<file path="config.mk">
export PLATFORM = sky130hd
export DESIGN_NAME = imem_boot_ctrl
export DESIGN_NICKNAME = d
export VERILOG_FILES = /design/src/rtl/imem_boot_ctrl.sv
export SDC_FILE = /design/constraint.sdc
export NUM_CORES = 1
export LEC_CHECK = 0
export ABC_CLOCK_PERIOD_IN_PS = 8200
export CAP_MARGIN = 20
export CORE_ASPECT_RATIO = 0.9
export CORE_MARGIN = 5
export CORE_UTILIZATION = 45
export DETAILED_ROUTE_END_ITERATION = 6
export DONT_BUFFER_PORTS = 1
export PLACE_DENSITY = 0.6
export SLEW_MARGIN = 10
export SYNTH_ARGS = -nofsm -noshare
export SYNTH_HDL_FRONTEND = slang
export SYNTH_SLANG_ARGS = --single-unit
</file>
<file path="constraint.sdc">
create_clock -name clk -period 8.2 [get_ports clk]
set_clock_uncertainty 0.1 [all_clocks]
set_input_delay 1.23 -clock clk [delete_from_list [all_inputs] [get_ports clk]]
set_output_delay 1.23 -clock clk [all_outputs]
set_load 0.02 [all_outputs]
</file>
<file path="src/rtl/imem_boot_ctrl.sv">
// imem_boot_ctrl: loads a host word stream into instruction memory through the
// IF-stage write port. The fetch pipeline stays stalled during the load, is then
// flushed for FLUSH_CYCLES cycles, and the core is released.
module imem_boot_ctrl #(
  parameter int RV32I_IMEM_DEPTH = 1024,
  parameter int FLUSH_CYCLES     = 2
) (
  input  logic        clk,
  input  logic        rst_n,
  input  logic        start_i,
  input  logic [31:0] base_i,
  input  logic [31:0] len_i,
  input  logic        run_i,
  input  logic        abort_i,
  input  logic        wdata_valid_i,
  input  logic [31:0] wdata_i,
  output logic        wdata_ready_o,
  output logic        imem_wr_en_o,
  output logic [31:0] imem_addr_o,
  output logic [31:0] imem_data_o,
  output logic        cpu_stall_o,
  output logic        cpu_flush_o,
  output logic        busy_o,
  output logic        done_o,
  output logic        err_o
);

  typedef enum logic [1:0] {S_IDLE, S_LOAD, S_FLUSH, S_RUN} state_t;

  // Wide enough to count 0 .. FLUSH_CYCLES-1.
  localparam int FW = (FLUSH_CYCLES > 1) ? $clog2(FLUSH_CYCLES) : 1;

  state_t        state, state_nxt;
  logic [31:0]   base_q, len_q, cnt_q;
  logic [FW-1:0] flush_cnt_q;
  logic          wr_en_q, done_q, err_q;
  logic [31:0]   addr_q, data_q;

  logic          start_state, range_bad, start_accept;
  logic          beat, last_beat, flush_last;

  // A load request is only honoured while the core is idle or running.
  assign start_state  = (state == S_IDLE) || (state == S_RUN);
  // 33-bit sum so that base+len cannot wrap past the depth check.
  assign range_bad    = (len_i == 32'd0) ||
                        (({1'b0, base_i} + {1'b0, len_i}) > 33'(RV32I_IMEM_DEPTH));
  assign start_accept = start_state && start_i && !range_bad;
  // Ready is a pure state decode, so a beat is valid while loading; abort drops it.
  assign beat         = (state == S_LOAD) && wdata_valid_i && !abort_i;
  assign last_beat    = beat && (cnt_q == len_q - 32'd1);
  assign flush_last   = (state == S_FLUSH) && (flush_cnt_q == FW'(FLUSH_CYCLES - 1));

  // State register.
  // NOTE: clocked state uses non-blocking (<=) so every register samples pre-edge values.
  always_ff @(posedge clk or negedge rst_n) begin
    if (!rst_n) state <= S_IDLE;
    else        state <= state_nxt;
  end

  // Next-state logic: start beats run, abort beats everything in LOAD/FLUSH.
  always_comb begin
    // NOTE: default first so no path leaves state_nxt unassigned (which would infer a latch).
    state_nxt = state;
    unique case (state)
      S_IDLE: begin
        if (start_i)    state_nxt = start_accept ? S_LOAD : S_IDLE;
        else if (run_i) state_nxt = S_FLUSH;
      end
      S_LOAD: begin
        if (abort_i)        state_nxt = S_IDLE;
        else if (last_beat) state_nxt = S_FLUSH;
      end
      S_FLUSH: begin
        if (abort_i)         state_nxt = S_IDLE;
        else if (flush_last) state_nxt = S_RUN;
      end
      S_RUN: begin
        if (start_accept) state_nxt = S_LOAD;
      end
      default: state_nxt = S_IDLE;
    endcase
  end

  // Outputs decoded from the registered state only.
  always_comb begin
    wdata_ready_o = 1'b0;
    busy_o        = 1'b0;
    cpu_flush_o   = 1'b0;
    cpu_stall_o   = 1'b1;
    unique case (state)
      S_LOAD:  begin wdata_ready_o = 1'b1; busy_o = 1'b1; end
      S_FLUSH: cpu_flush_o = 1'b1;
      S_RUN:   cpu_stall_o = 1'b0;
      default: ;
    endcase
  end

  // Load bookkeeping: latched window, beat counter and flush timer.
  always_ff @(posedge clk or negedge rst_n) begin
    if (!rst_n) begin
      base_q      <= '0;
      len_q       <= '0;
      cnt_q       <= '0;
      flush_cnt_q <= '0;
    end else begin
      if (start_accept) begin
        base_q <= base_i;
        len_q  <= len_i;
      end
      if (state != S_LOAD || last_beat) cnt_q <= '0;
      else if (beat)                    cnt_q <= cnt_q + 32'd1;
      if (state == S_FLUSH) flush_cnt_q <= flush_cnt_q + FW'(1);
      else                  flush_cnt_q <= '0;
    end
  end

  // Registered IMEM write port (one cycle after the beat) and status pulses.
  always_ff @(posedge clk or negedge rst_n) begin
    if (!rst_n) begin
      wr_en_q <= 1'b0;
      addr_q  <= '0;
      data_q  <= '0;
      done_q  <= 1'b0;
      err_q   <= 1'b0;
    end else begin
      wr_en_q <= beat;
      if (beat) begin
        addr_q <= base_q + cnt_q;
        data_q <= wdata_i;
      end
      done_q <= flush_last && !abort_i;
      err_q  <= start_state && start_i && range_bad;
    end
  end

  assign imem_wr_en_o = wr_en_q;
  assign imem_addr_o  = addr_q;
  assign imem_data_o  = data_q;
  assign done_o       = done_q;
  assign err_o        = err_q;

endmodule

</file>
# After elaboration in Yosys (flattened, before gate mapping)
# Cells that the tools add are included.
[word_totals]
register_bits = 166
in_bits = 102
output_inout_bits = 71
elab_cells = 57
[classes]
addsub = 5
magnitude_cmp = 1
n_eq_ne = 9
mux = 15
n_reduce_logical = 17
[op_table]
columns = ["cell", "n"]
rows = [
  ["$mux W32", 2],
  ["$add A32 B32 Y33", 1],
  ["$gt A33 B11 Y1 const B", 1],
  ["$add A32 B1 Y32 const B", 1],
  ["$add A32 B32 Y32", 1],
  ["$eq A32 B32 Y1", 1],
  ["$logic_not A32 Y1", 1],
  ["$sub A32 B1 Y32 const B", 1],
  ["$mux W2", 7],
  ["$ne A3 B3 Y1 const B", 3],
  ["$logic_and A1 B1 Y1", 8],
  ["$pmux W2 S4", 1],
  ["$mux W1", 5],
  ["$eq A2 B2 Y1 const B", 2],
  ["$reduce_and A4 Y1", 1],
  ["$logic_or A1 B1 Y1", 3],
  ["$eq A2 B1 Y1 const B", 1],
  ["$logic_not A1 Y1", 2],
  ["$logic_not A2 Y1", 1],
  ["$ne A2 B1 Y1 const B", 1],
  ["$ne A2 B2 Y1 const B", 1],
  ["$reduce_bool A2 Y1", 1],
  ["$add A1 B1 Y1 const B", 1],
]

# Logic depth before layout (Yosys ltp)
# Gate-level depths: netlist (run 1).
[depth]
word_depth = 8
ltp_mapped = 16
depth_no_buf = 14

# Worst setup path after synthesis (run 1)
# OpenSTA, ideal clock, no wires.
[synth_path]
path_kind = "input -> register"
from = "input port base_i[0]"
to = "register base_q[28]"
setup_ns = 0.125
t_arrival_ns = 4.745
required_time_ns = 7.975
slack_ns = 3.230
stages = 15
path_buffers = 3
path_cell_list = "ha_1 > fa_1 > a211oi_2 > o211ai_1 > a2111oi_2 > or3_4 > a31oi_4 > xor2_1 > or4_1 > nor4_2 > and4b_1 > buf_6 > buf_12 > buf_12 > mux2_4"
[synth_between]
elab_chain_cells = 5
[synth_lines]
columns = ["element", "line_no", "source"]
rows = [
  ["start, declared", "11", "input logic [31:0] base_i,"],
  ["$add A32 B32 Y33", "46", "(({1'b0, base_i} + {1'b0, len_i}) > 33'(RV32I_IMEM_DEPTH));"],
  ["$gt A33 B11 Y1", "46", ""],
  ["$logic_or A1 B1 Y1", "45", "assign range_bad = (len_i == 32'd0) ||"],
  ["$logic_not A1 Y1", "47", "assign start_accept = start_state && start_i && !range_bad;"],
  ["$logic_and A1 B1 Y1", "47", ""],
  ["end signal, assigned", "107", "base_q <= base_i;"],
  ["end, declared", "34", "logic [31:0] base_q, len_q, cnt_q;"],
]
# No other way between the ends.
# A chain may end at the register's enable or synchronous reset.

# Final worst setup path (run 1)
[layout_path]
from = "input port base_i[0]"
to = "register len_q[13]"
[layout_between]
elab_chain_cells = 5
[layout_lines]
columns = ["element", "line_no", "source"]
rows = [
  ["$add A32 B32 Y33", "46", ""],
  ["$gt A33 B11 Y1", "46", ""],
  ["$logic_or A1 B1 Y1", "45", ""],
  ["$logic_not A1 Y1", "47", ""],
  ["$logic_and A1 B1 Y1", "47", ""],
  ["end signal, assigned", "108", "len_q <= len_i;"],
  ["end, declared", "34", ""],
]
# No other way between the ends.

==> results of run 1 <==
==> worst min-delay path by stage <==
| stage | start | end | cells after the start |
|---|---|---|---|
| floorplan | flush_cnt_q | flush_cnt_q | 1 |
| global placement | flush_cnt_q | flush_cnt_q | 1 |
| detailed placement | flush_cnt_q | flush_cnt_q | 1 |
| CTS | flush_cnt_q | flush_cnt_q | 1 |
| global route | rst_n | base_q[4] | 0 |
| finish | flush_cnt_q | flush_cnt_q | 1 |
==> state kept, by name, summed over array words and instances, names as in the netlist <==
register,cells
done_o,1
base_q,32
err_o,1
state,2
cnt_q,32
imem_wr_en_o,1
imem_data_o,32
imem_addr_o,32
len_q,32
flush_cnt_q,1
==> routing by layer <==
| layer | global-route usage (%) | share of wire (%) | vias to the layer above |
|---|---|---|---|
| li1 | - | - | 4413 |
| met1 | 28.83 | 45 | 4338 |
| met2 | 33.76 | 46 | 259 |
| met3 | 6.543 | 7.7 | 36 |
| met4 | 4.993 | 1.6 | 0 |
| met5 | 0 | 0 | - |
==> cell families (layout without fill, tap and decap cells) <==
group	count (synthesis)	after routing	synth area share, %
flip-flops	166	166	36.70
multiplexers	76	76	7.539
AO/OA/AOI/OAI	275	275	15.96
XOR/XNOR	109	109	8.435
adder cells (fa/ha/maj)	71	71	7.981
buffers and inverters	73	62	3.217
AND/OR/NAND/NOR	474	474	20.16
==> critical path, cell delays in order <==
cell and delay [ns]:
ha_1 0.20, fa_1 0.44, a211oi_2 0.33, o211ai_1 0.24
a2111oi_2 0.53, or3_4 0.25, a31oi_4 0.12, xor2_1 0.17
or4_1 0.55, nor4_2 0.25, and4b_2 0.77, buf_4 0.57
mux2_2 0.39
==> cell type report <==
class                   instances  area (sq um)  area share, %
clock buffers                  18         429.2          3.554
clock inverters                14         136.4          1.129
inverters                      27         101.3         0.8393
multi-input cells            1005          6804          56.35
flip-flops and latches        166          4154          34.40
well taps                     342         427.9          3.544
repair buffers                  3         22.52         0.1865
==> cell usage in the layout, fill, tap and decap left out, types with 27 or more instances in the layout <==
master   netlist  layout
xor2_1        62      62
ha_1          69      69
nand3_1       27      27
mux2_2        62      62
a21oi_1       63      63
dfrtp_1      166     166
nor2_1        90      90
nand2_1      196     196
o21ai_0       73      73
xnor2_1       47      47
==> power by group through the flow <==
stage	combinational, uW	clock (uW)	sequential [uW]
final	382	793	1080
after global routing	434	842	1090
after CTS	380	813	1090
after detailed placement	377	0	1100
after global placement	371	0	1100
after floorplan	310	0	1080
==> stage by stage <==
step	cells	hold WS [ns]	total power, uW
after global placement	1543	0.3479	1472
after floorplan	1244	0.3252	1390
after CTS	1575	0.3648	2279
after detailed placement	1543	0.3544	1480
after global routing	1575	0.3656	2370
final	1575	0.3729	2257
==> run metrics, run 1 <==
status finished clean; CTS clk-pin slew, worst paths 0.08 ns; hold_buf cts 0; Pre-antenna DRT Iters 5; Clock Sinks 166; post-DP HPWL 23.01 mm; number of global-route vias before repair 8,630; number of fill cells in the layout 2,398; Starting DRT DRC Count 813; layout cells sized above 1 10.87%; RSZ-0062 raised after global routing no; top post-synthesis cells by count nand2_1, dfrtp_1, nor2_1, o21ai_0, ha_1; Port Buffer Count 0; setup TNS 0 ns; Critical Path Sink len_q[13]; FF-to-FF path depth 15; r2r setup slk 3.69 ns; die width 177.2 um; critical path peak fanout 43; worst-margin pin slew 1.004 ns; post-CTS sizing 0; Internal 1452 uW; power per cell area 186.9 nW/um^2; WP data arrival 6.09 ns; setup bufs post-CTS 0; Post-synth top flop dfrtp_1; area growth from synthesis to layout 6.688%; final setup margin 2.326 ns; placer congestion estimate 0.9272; antenna violations before repair 0; Syn Inst Count 1,244; Sw Share 35.66%; dominant cells by area after synthesis dfrtp_1, ha_1, nand2_1, mux2_2, xor2_1; Routed WL 30.91 mm; Final period util 71.63%; crit path kind primary input to flip-flop; Final Max Tran Viols 0; worst skew pair latency 0.44 ns; Nets 1,393; top-area cell type share of the netlist area 36.70%; clock power share 35.1%; area leader, netlist dfrtp_1; Critical Path Source Type primary input; Hold WC Path Type flip-flop to flip-flop; Initial Util 45.31%; P_sw 804.8 uW; pin count of the biggest net entering global routing 167; most numerous cell in the Yosys netlist nand2_1; fmax 0.1703 GHz; sequential power share 47.9%; Yosys warning count 0; DP Worst Slack 1.944 ns; vias 9,046; Max VDD drop 0.0001284 V; setup violators final 0; CTS Root Cell clkbuf_16; max-cap violations 0; num rows 55; reg2reg start state[1]; Rel. slew slack 33.06%; Comb pwr share 16.9%; drt via density 5.743; global-route wire length before repair 48.20 mm; total CTS buffers 17; Final ANT Viol Nets 0; remaining routing DRC violations 0; ys async rst share 100.0%; Area after DPL 11,510 sq um; deepest clock path buffer count 2; syn avg cell area 9.098 sq um; total grt overflow 0; number of I/O pins 173; Total Die Area 28,430 sq um; diode count 0; Post-synth EDFFs 0; TritonCTS clock tree done; Req. time, crit path 8.41 ns; final hold vios 0; syn_nets 1,417; post-synth cell types 86; total track usage 21.33%; Finished Core Util 48.34%; Seq/Total Area, Yosys 36.70%; WL per Instance 19.63 um; core area 24,980 sq um; Finished Cell Area 12,080 sq um; Leak Pwr 0.005622 uW; CP endpoint kind flip-flop; minimum clock period 5.874 ns; die height 160.5 um; Mapped Area 11,320 sq um; crit path launch base_i[0]; r2r endpoint cnt_q[11]; Yosys reg bits 166; CTS HTree Levels 4
No activity file was read; power rests on OpenSTA's default activity.
==> run 2, diff against run 1 <==
--- a/config.mk
+++ b/config.mk
@@ -5,7 +5,8 @@
 export SDC_FILE = /design/constraint.sdc
 export NUM_CORES = 1
 export LEC_CHECK = 0
-export ABC_CLOCK_PERIOD_IN_PS = 8200
+export ABC_AREA = 1
+export ABC_CLOCK_PERIOD_IN_PS = 6100
 export CAP_MARGIN = 20
 export CORE_ASPECT_RATIO = 0.9
 export CORE_MARGIN = 5
==> constraint.sdc (replaced) <==
create_clock -name clk -period 6.1 [get_ports clk]
set_clock_uncertainty 0.1 [all_clocks]
set_input_delay 0.915 -clock clk [delete_from_list [all_inputs] [get_ports clk]]
set_output_delay 0.915 -clock clk [all_outputs]
set_load 0.02 [all_outputs]
==> run metrics, run 2 <==
crit path kind primary input to flip-flop; area growth from synthesis to layout 7.579%; WL per Instance 16.29 um (-17%); Seq/Total Area, Yosys 33.37% (-3.3 points); FF-to-FF path depth 18 (+3); Post-synth EDFFs 0 (unchanged); antenna violations before repair 0 (unchanged); Yosys reg bits 166 (unchanged); num rows 57 (+3.6%); number of I/O pins 173 (unchanged); CTS clk-pin slew, worst paths 0.07 ns (about the same); core area 27,100 sq um (+8.5%); Final Max Tran Viols 0 (unchanged); total CTS buffers 17 (unchanged); setup violators final 0 (unchanged); total track usage 23.41% (+2.1 points); Port Buffer Count 0 (unchanged); Final period util 65.12%; number of global-route vias before repair 11,192 (+30%); post-CTS sizing 0 (unchanged); cell mode on critical path nand2_1; commonest non-fill, non-tap cell in the layout nand2_1; critical path's top delay family simple AND/OR/NAND/NOR gates; syn avg cell area 6.558 sq um (-28%); setup TNS 0 ns (unchanged); status finished clean; Hold WC Path Type primary input to asynchronous set/reset pin; Yosys warning count 0 (unchanged); ys async rst share 100.0% (unchanged); Clock Sinks 166 (unchanged); post-DP HPWL 29.83 mm (+30%); Critical Path Sink base_q[19]; setup bufs post-CTS 0 (unchanged); Critical Path Source Type primary input; critical path peak fanout 54 (+26%); final hold vios 0 (unchanged); most frequent cells in the layout nand2_1, inv_1, nor2_1, dfrtp_1, nand3_1; Final ANT Viol Nets 0 (unchanged); WP data arrival 4.24 ns (-1.85 ns); vias 11,595 (+28%); Slowest-stage cell, CP inv_2; top post-synthesis cells by count nand2_1, inv_1, nor2_1, dfrtp_1, nand3_1; area leader, netlist dfrtp_1; total grt overflow 0 (unchanged); crit path launch base_i[0]; Routed WL 36.76 mm (+19%); CP Depth 21 (+8); minimum clock period 3.972 ns; CTS HTree Levels 4 (unchanged); fmax 0.2518 GHz; worst-margin pin slew 0.7073 ns (-0.2968 ns); Buf+Inv Stages, Crit Path 3 (+2); hold_buf cts 0 (unchanged); diode count 0 (unchanged); r2r endpoint cnt_q[28]; post-synth cell types 44 (-49%); RSZ-0062 raised after global routing no; Post-synth top flop dfrtp_1; number of fill cells in the layout 2,856 (+19%); Total Die Area 31,090 sq um (+9.4%); max-cap violations 0 (unchanged); Max VDD drop 0.0001396 V (+8.7%); Pre-antenna DRT Iters 6 (+1); syn_nets 2,071 (+46%); largest stage delay on the critical path 0.45 ns (-0.32 ns); Initial Util 45.93% (+0.62 points); die height 167.8 um (+4.6%); Rel. slew slack 52.41% (+19 points); r2r setup slk 2.38 ns (-1.31 ns); most numerous cell in the Yosys netlist nand2_1; pin count of the biggest net entering global routing 167 (unchanged); CP endpoint kind flip-flop; layout cells sized above 1 3.943% (-6.9 points); placer congestion estimate 1.001 (+8.0%); Mapped Area 12,450 sq um (+10%); Leak Pwr 0.007100 uW (+26%); top-area cell type share of the netlist area 33.37% (-3.3 points); Syn Inst Count 1,898 (+53%); Nets 2,062 (+48%); worst skew pair latency 0.44 ns (about the same); crit path cell chain ha_1 > fa_1 > nand3_1 > nand2_1 > nand2_1 > nand2_2 > nand2_1 > nand2_1 > nand2_1 > nand2_1 > nor2_1 > nand2_1 > nor2_1 > nand2_1 > a21oi_2 > nand3_2 > buf_4 > inv_2 > buf_12 > nand2_1 > nand2_1; Starting DRT DRC Count 703 (-14%); power per cell area 238.0 nW/um^2 (+27%); global-route wire length before repair 58.21 mm (+21%); reg2reg start state[1]; dominant cells by area after synthesis dfrtp_1, nand2_1, ha_1, inv_1, nor2_1; CTS Root Cell clkbuf_16; PnR Total Power 3187 uW (+41%); die width 185.3 um (+4.6%); drt via density 5.140 (-11%); Req. time, crit path 6.37 ns (-2.04 ns); remaining routing DRC violations 0 (unchanged); TritonCTS clock tree done; deepest clock path buffer count 2 (unchanged)
-- run 2: cell types whose count changed after synthesis, moves of 16 or more --
cell,before,now
nor2_1,90,190
inv_1,26,217
a21o_1,21,2
mux2_2,62,0
nand2_1,196,759
o21ai_0,73,55
nand3_1,27,90
xnor2_1,47,25
xor2_1,62,46
-- run 2: worst min-delay path by stage --
stage / cells past startpoint / from / slack [ns] / end
floorplan: 1 / flush_cnt_q / 0.33 / flush_cnt_q
global placement: 1 / flush_cnt_q / 0.34 / flush_cnt_q
detailed placement: 1 / flush_cnt_q / 0.35 / flush_cnt_q
CTS: 0 / rst_n / 0.06 / imem_data_o[27]
global route: 0 / rst_n / 0.05 / imem_data_o[27]
finish: 0 / rst_n / 0.08 / imem_data_o[27]
-- run 2: per-layer routing --
metal | vias to the layer above | GRT usage, % | part of all wire, %
met1 | 5204 | 33.03 | 47
met5 | - | 0 | 0
met2 | 319 | 35.76 | 43
li1 | 5988 | - | -
met4 | 0 | 10.85 | 4.3
met3 | 84 | 2.977 | 5.6
-- run 2: worst reg2reg max path: cells and delay by family (launching register included) --
kind | cells | cell delay [ns]
adders and majority gates | 1 | 0.54
buffers and inverters | 2 | 0.40
DFF | 1 | 0.41
and+or+nand+nor | 15 | 2.20
-- run 2: cells by family after synthesis --
logic type,count (synthesis),share of synthesized area [%]
compound gates,161,7.228
flops,166,33.37
simple gates,1168,38.82
buf+inv,261,8.323
xor+xnor,71,4.996
fa+ha+maj,71,7.258
-- run 2: stage by stage --
step	instance area [sq um]	setup WS [ns]	cells	hold WS (ns)	utilization, %
final	13390	2.128	2256	0.07521	49.41
after global routing	13390	1.775	2256	0.04801	49.41
after CTS	13380	2.155	2255	0.05730	49.35
after detailed placement	12750	1.705	2223	0.3486	47.05
after global placement	12730	1.338	2222	0.3390	46.98
after floorplan	12450	2.742	1898	0.3261	-
-- run 2: final cells by class --
| class | count | area [sq um] | share of cell area, % |
|---|---|---|---|
| Inverter | 228 | 855.8 | 6.391 |
| Clock buffer | 18 | 439.2 | 3.280 |
| Timing Repair Buffer | 5 | 57.56 | 0.4298 |
| Tap cell | 354 | 442.9 | 3.308 |
| Multi-Input combinational cell | 1471 | 7257 | 54.20 |
| Sequential cell | 166 | 4154 | 31.02 |
| Clock inverter | 14 | 183.9 | 1.374 |
-- run 2: report_power, final --
| group | total (uW) | internal, uW | switching [uW] | leakage [uW] |
|---|---|---|---|---|
| clock network | 1150 | 667 | 487 | 0.000305 |
| logic | 518 | 177 | 342 | 0.00458 |
| registers | 1510 | 1240 | 273 | 0.00222 |
| total | 3190 | 2080 | 1100 | 0.00710 |
==> run 3, diff against run 2 <==
--- a/config.mk
+++ b/config.mk
@@ -5,15 +5,15 @@
 export SDC_FILE = /design/constraint.sdc
 export NUM_CORES = 1
 export LEC_CHECK = 0
-export ABC_AREA = 1
-export ABC_CLOCK_PERIOD_IN_PS = 6100
+export ABC_AREA = 0
+export ABC_CLOCK_PERIOD_IN_PS = 3400
 export CAP_MARGIN = 20
 export CORE_ASPECT_RATIO = 0.9
 export CORE_MARGIN = 5
 export CORE_UTILIZATION = 45
 export DETAILED_ROUTE_END_ITERATION = 6
 export DONT_BUFFER_PORTS = 1
-export PLACE_DENSITY = 0.6
+export PLACE_DENSITY = 0.62
 export SLEW_MARGIN = 10
 export SYNTH_ARGS = -nofsm -noshare
 export SYNTH_HDL_FRONTEND = slang
==> constraint.sdc (replaced) <==
create_clock -name clk -period 3.4 [get_ports clk]
set_clock_uncertainty 0.1 [all_clocks]
set_input_delay 0.51 -clock clk [delete_from_list [all_inputs] [get_ports clk]]
set_output_delay 0.51 -clock clk [all_outputs]
set_load 0.02 [all_outputs]
==> run metrics, run 3 (same netlist as run 1, synthesis figures left out) <==
Req. time, crit path 3.62 ns (-2.75 ns); failing checks hold timing, setup timing; deepest clock path buffer count 2 (unchanged); final setup margin -0.4784 ns (-2.606 ns); Slowest-stage cell, CP or4_4; minimum clock period 3.878 ns; die height 160.5 um (-4.4%); crit path cell chain ha_4 > fa_2 > a211oi_4 > o211ai_1 > a2111oi_4 > or2_4 > mux2i_1 > nand2_1 > or4_4 > nor4_4 > and4b_4 > buf_12 > clkbuf_16 > clkbuf_16 > mux2_4; Final ANT Viol Nets 0 (unchanged); Max VDD drop 0.0003251 V (+130%); crit path kind primary input to flip-flop; core area 24,980 sq um (-7.8%); Initial Util 45.31% (-0.62 points); Clock Sinks 166 (unchanged); Hold WC Path Type primary input to asynchronous set/reset pin; global-route wire length before repair 51.16 mm (-12%); total CTS buffers 17 (unchanged); pin count of the biggest net entering global routing 167 (unchanged); antenna violations before repair 0 (unchanged); WP data arrival 4.10 ns (-0.14 ns); CTS HTree Levels 4 (unchanged); CTS Root Cell clkbuf_16; Critical Path Source Type primary input; setup violators final 98 (+98); diode count 0 (unchanged); hold slack -0.3330 ns (-0.4082 ns); power per cell area 414.7 nW/um^2 (+74%); total track usage 22.43% (-0.98 points); grt met1 use 29.45% (-3.6 points); remaining routing DRC violations 0 (unchanged); Finished Cell Area 14,550 sq um (+8.7%); placer congestion estimate 0.9173 (-8.4%); Starting DRT DRC Count 685 (-2.6%); drt via density 5.549 (+8.0%); worst skew pair latency 0.43 ns (about the same); largest stage delay on the critical path 0.54 ns (+0.09 ns); total grt overflow 0 (unchanged); fmax 0.2578 GHz; post-DP HPWL 24.74 mm (-17%); number of fill cells in the layout 2,177 (-24%); Final period util 114.1%; CTS clk-pin slew, worst paths 0.07 ns (about the same); vias 9,867 (-15%); critical path peak fanout 5 (-91%); WL per Instance 19.04 um (+17%); status finished with violations; number of I/O pins 173 (unchanged); Total Die Area 28,430 sq um (-8.6%); Top Usage Layer GRT met2; number of global-route vias before repair 9,612 (-14%); final hold vios 166 (+166); TritonCTS clock tree done; CP endpoint kind flip-flop; layout cells sized above 1 27.58% (+24 points); DP Worst Slack -0.9777 ns (-2.683 ns); Leak Pwr 0.006862 uW (-3.4%); met2 Use GR 36.19% (+0.44 points); Nets 1,597 (-23%); commonest non-fill, non-tap cell in the layout nand2_1; Finished Core Util 58.26% (+8.8 points); area growth from synthesis to layout 28.58%; met3 Use GR 7.461% (+4.5 points); max-cap violations 0 (unchanged); Pre-antenna DRT Iters 6 (unchanged); Rel. slew slack 57.79% (+5.4 points); num rows 55 (-3.5%); Final Max Tran Viols 0 (unchanged); Routed WL 33.85 mm (-7.9%); worst-margin pin slew 0.6274 ns (-0.07995 ns); die width 177.2 um (-4.4%); Port Buffer Count 0 (unchanged); Area after DPL 12,970 sq um (+1.7%); cell mode on critical path clkbuf_16; most frequent cells in the layout nand2_1, buf_4, dfrtp_1, o21ai_0, ha_1; RSZ-0062 raised after global routing yes
[run 3: cell types whose count changed in the layout (fill, tap and decap cells not counted), moves of 16 or more]
cell,before,now
o21ai_0,55,71
nor2_1,190,61
buf_4,3,182
nor2_4,1,22
inv_1,217,25
a21o_1,2,21
mux2_4,0,62
xnor2_1,25,46
nand2_1,759,196
nand3_1,90,25
[run 3: worst max-delay path: cells and delay by family]
| kind | cells | cell delay, ns |
|---|---|---|
| muxes | 2 | 0.46 |
| AOI/OAI and AO/OA | 3 | 0.91 |
| adders and majority gates | 2 | 0.53 |
| buffers and inverters | 3 | 0.40 |
| and+or+nand+nor | 5 | 1.29 |
[run 3: worst paths after layout]
check	depth (start not counted)	slack (ns)	to	from
setup / recovery	15	-0.48	len_q[15]	base_i[0]
hold / removal	0	-0.33	len_q[0]	rst_n
setup reg to reg	16	-0.43	cnt_q[31]	len_q[0]
hold reg to reg	1	0.37	flush_cnt_q	flush_cnt_q
max in group asynchronous	0	3.32	cnt_q[14]	rst_n
min in group clk	2	0.08	imem_data_o[2]	wdata_i[2]
[run 3: power by group]
| group | internal [uW] | total [uW] | switching (uW) |
|---|---|---|---|
| logic | 636 | 1380 | 748 |
| registers | 2200 | 2620 | 421 |
| clock network | 1180 | 2030 | 851 |
| total | 4010 | 6040 | 2020 |
[run 3: layout make-up]
type	instances	area [sq um]	share of cell area [%]
multi-input combinational	1005	7412	50.93
sequential	166	4154	28.54
timing repair buffer	207	1848	12.70
clock buffer	18	439.2	3.018
tap	342	427.9	2.940
clock inverter	13	170.2	1.169
inverter	27	101.3	0.6964
[run 3: per-layer routing]
| layer | wire length [um] | vias to the layer above |
|---|---|---|
| li1 | - | 4828 |
| met1 | 14950 | 4752 |
| met2 | 15610 | 252 |
| met3 | 2734 | 35 |
| met4 | 557 | 0 |
| met5 | 0 | - |
[run 3: repair_timing]
item	CTS	global route
endpoints found under the setup margin	99	106
cloned	1	12
resized for setup	13	138
pin swaps	5	36
setup buffers	2	9
hold endpoints to repair	166	166
[run 3: per-stage QoR]
step	setup TNS [ns]	hold slack (ns)	cells	power, uW
floorplan	-38.12	0.1144	1244	3362
global placement	-67.40	0.1185	1724	3753
detailed placement	-71.59	0.1185	1724	3780
CTS	-32.40	-0.3491	1758	5895
global route	-49.57	-0.3539	1778	6329
finish	-40.12	-0.3330	1778	6035
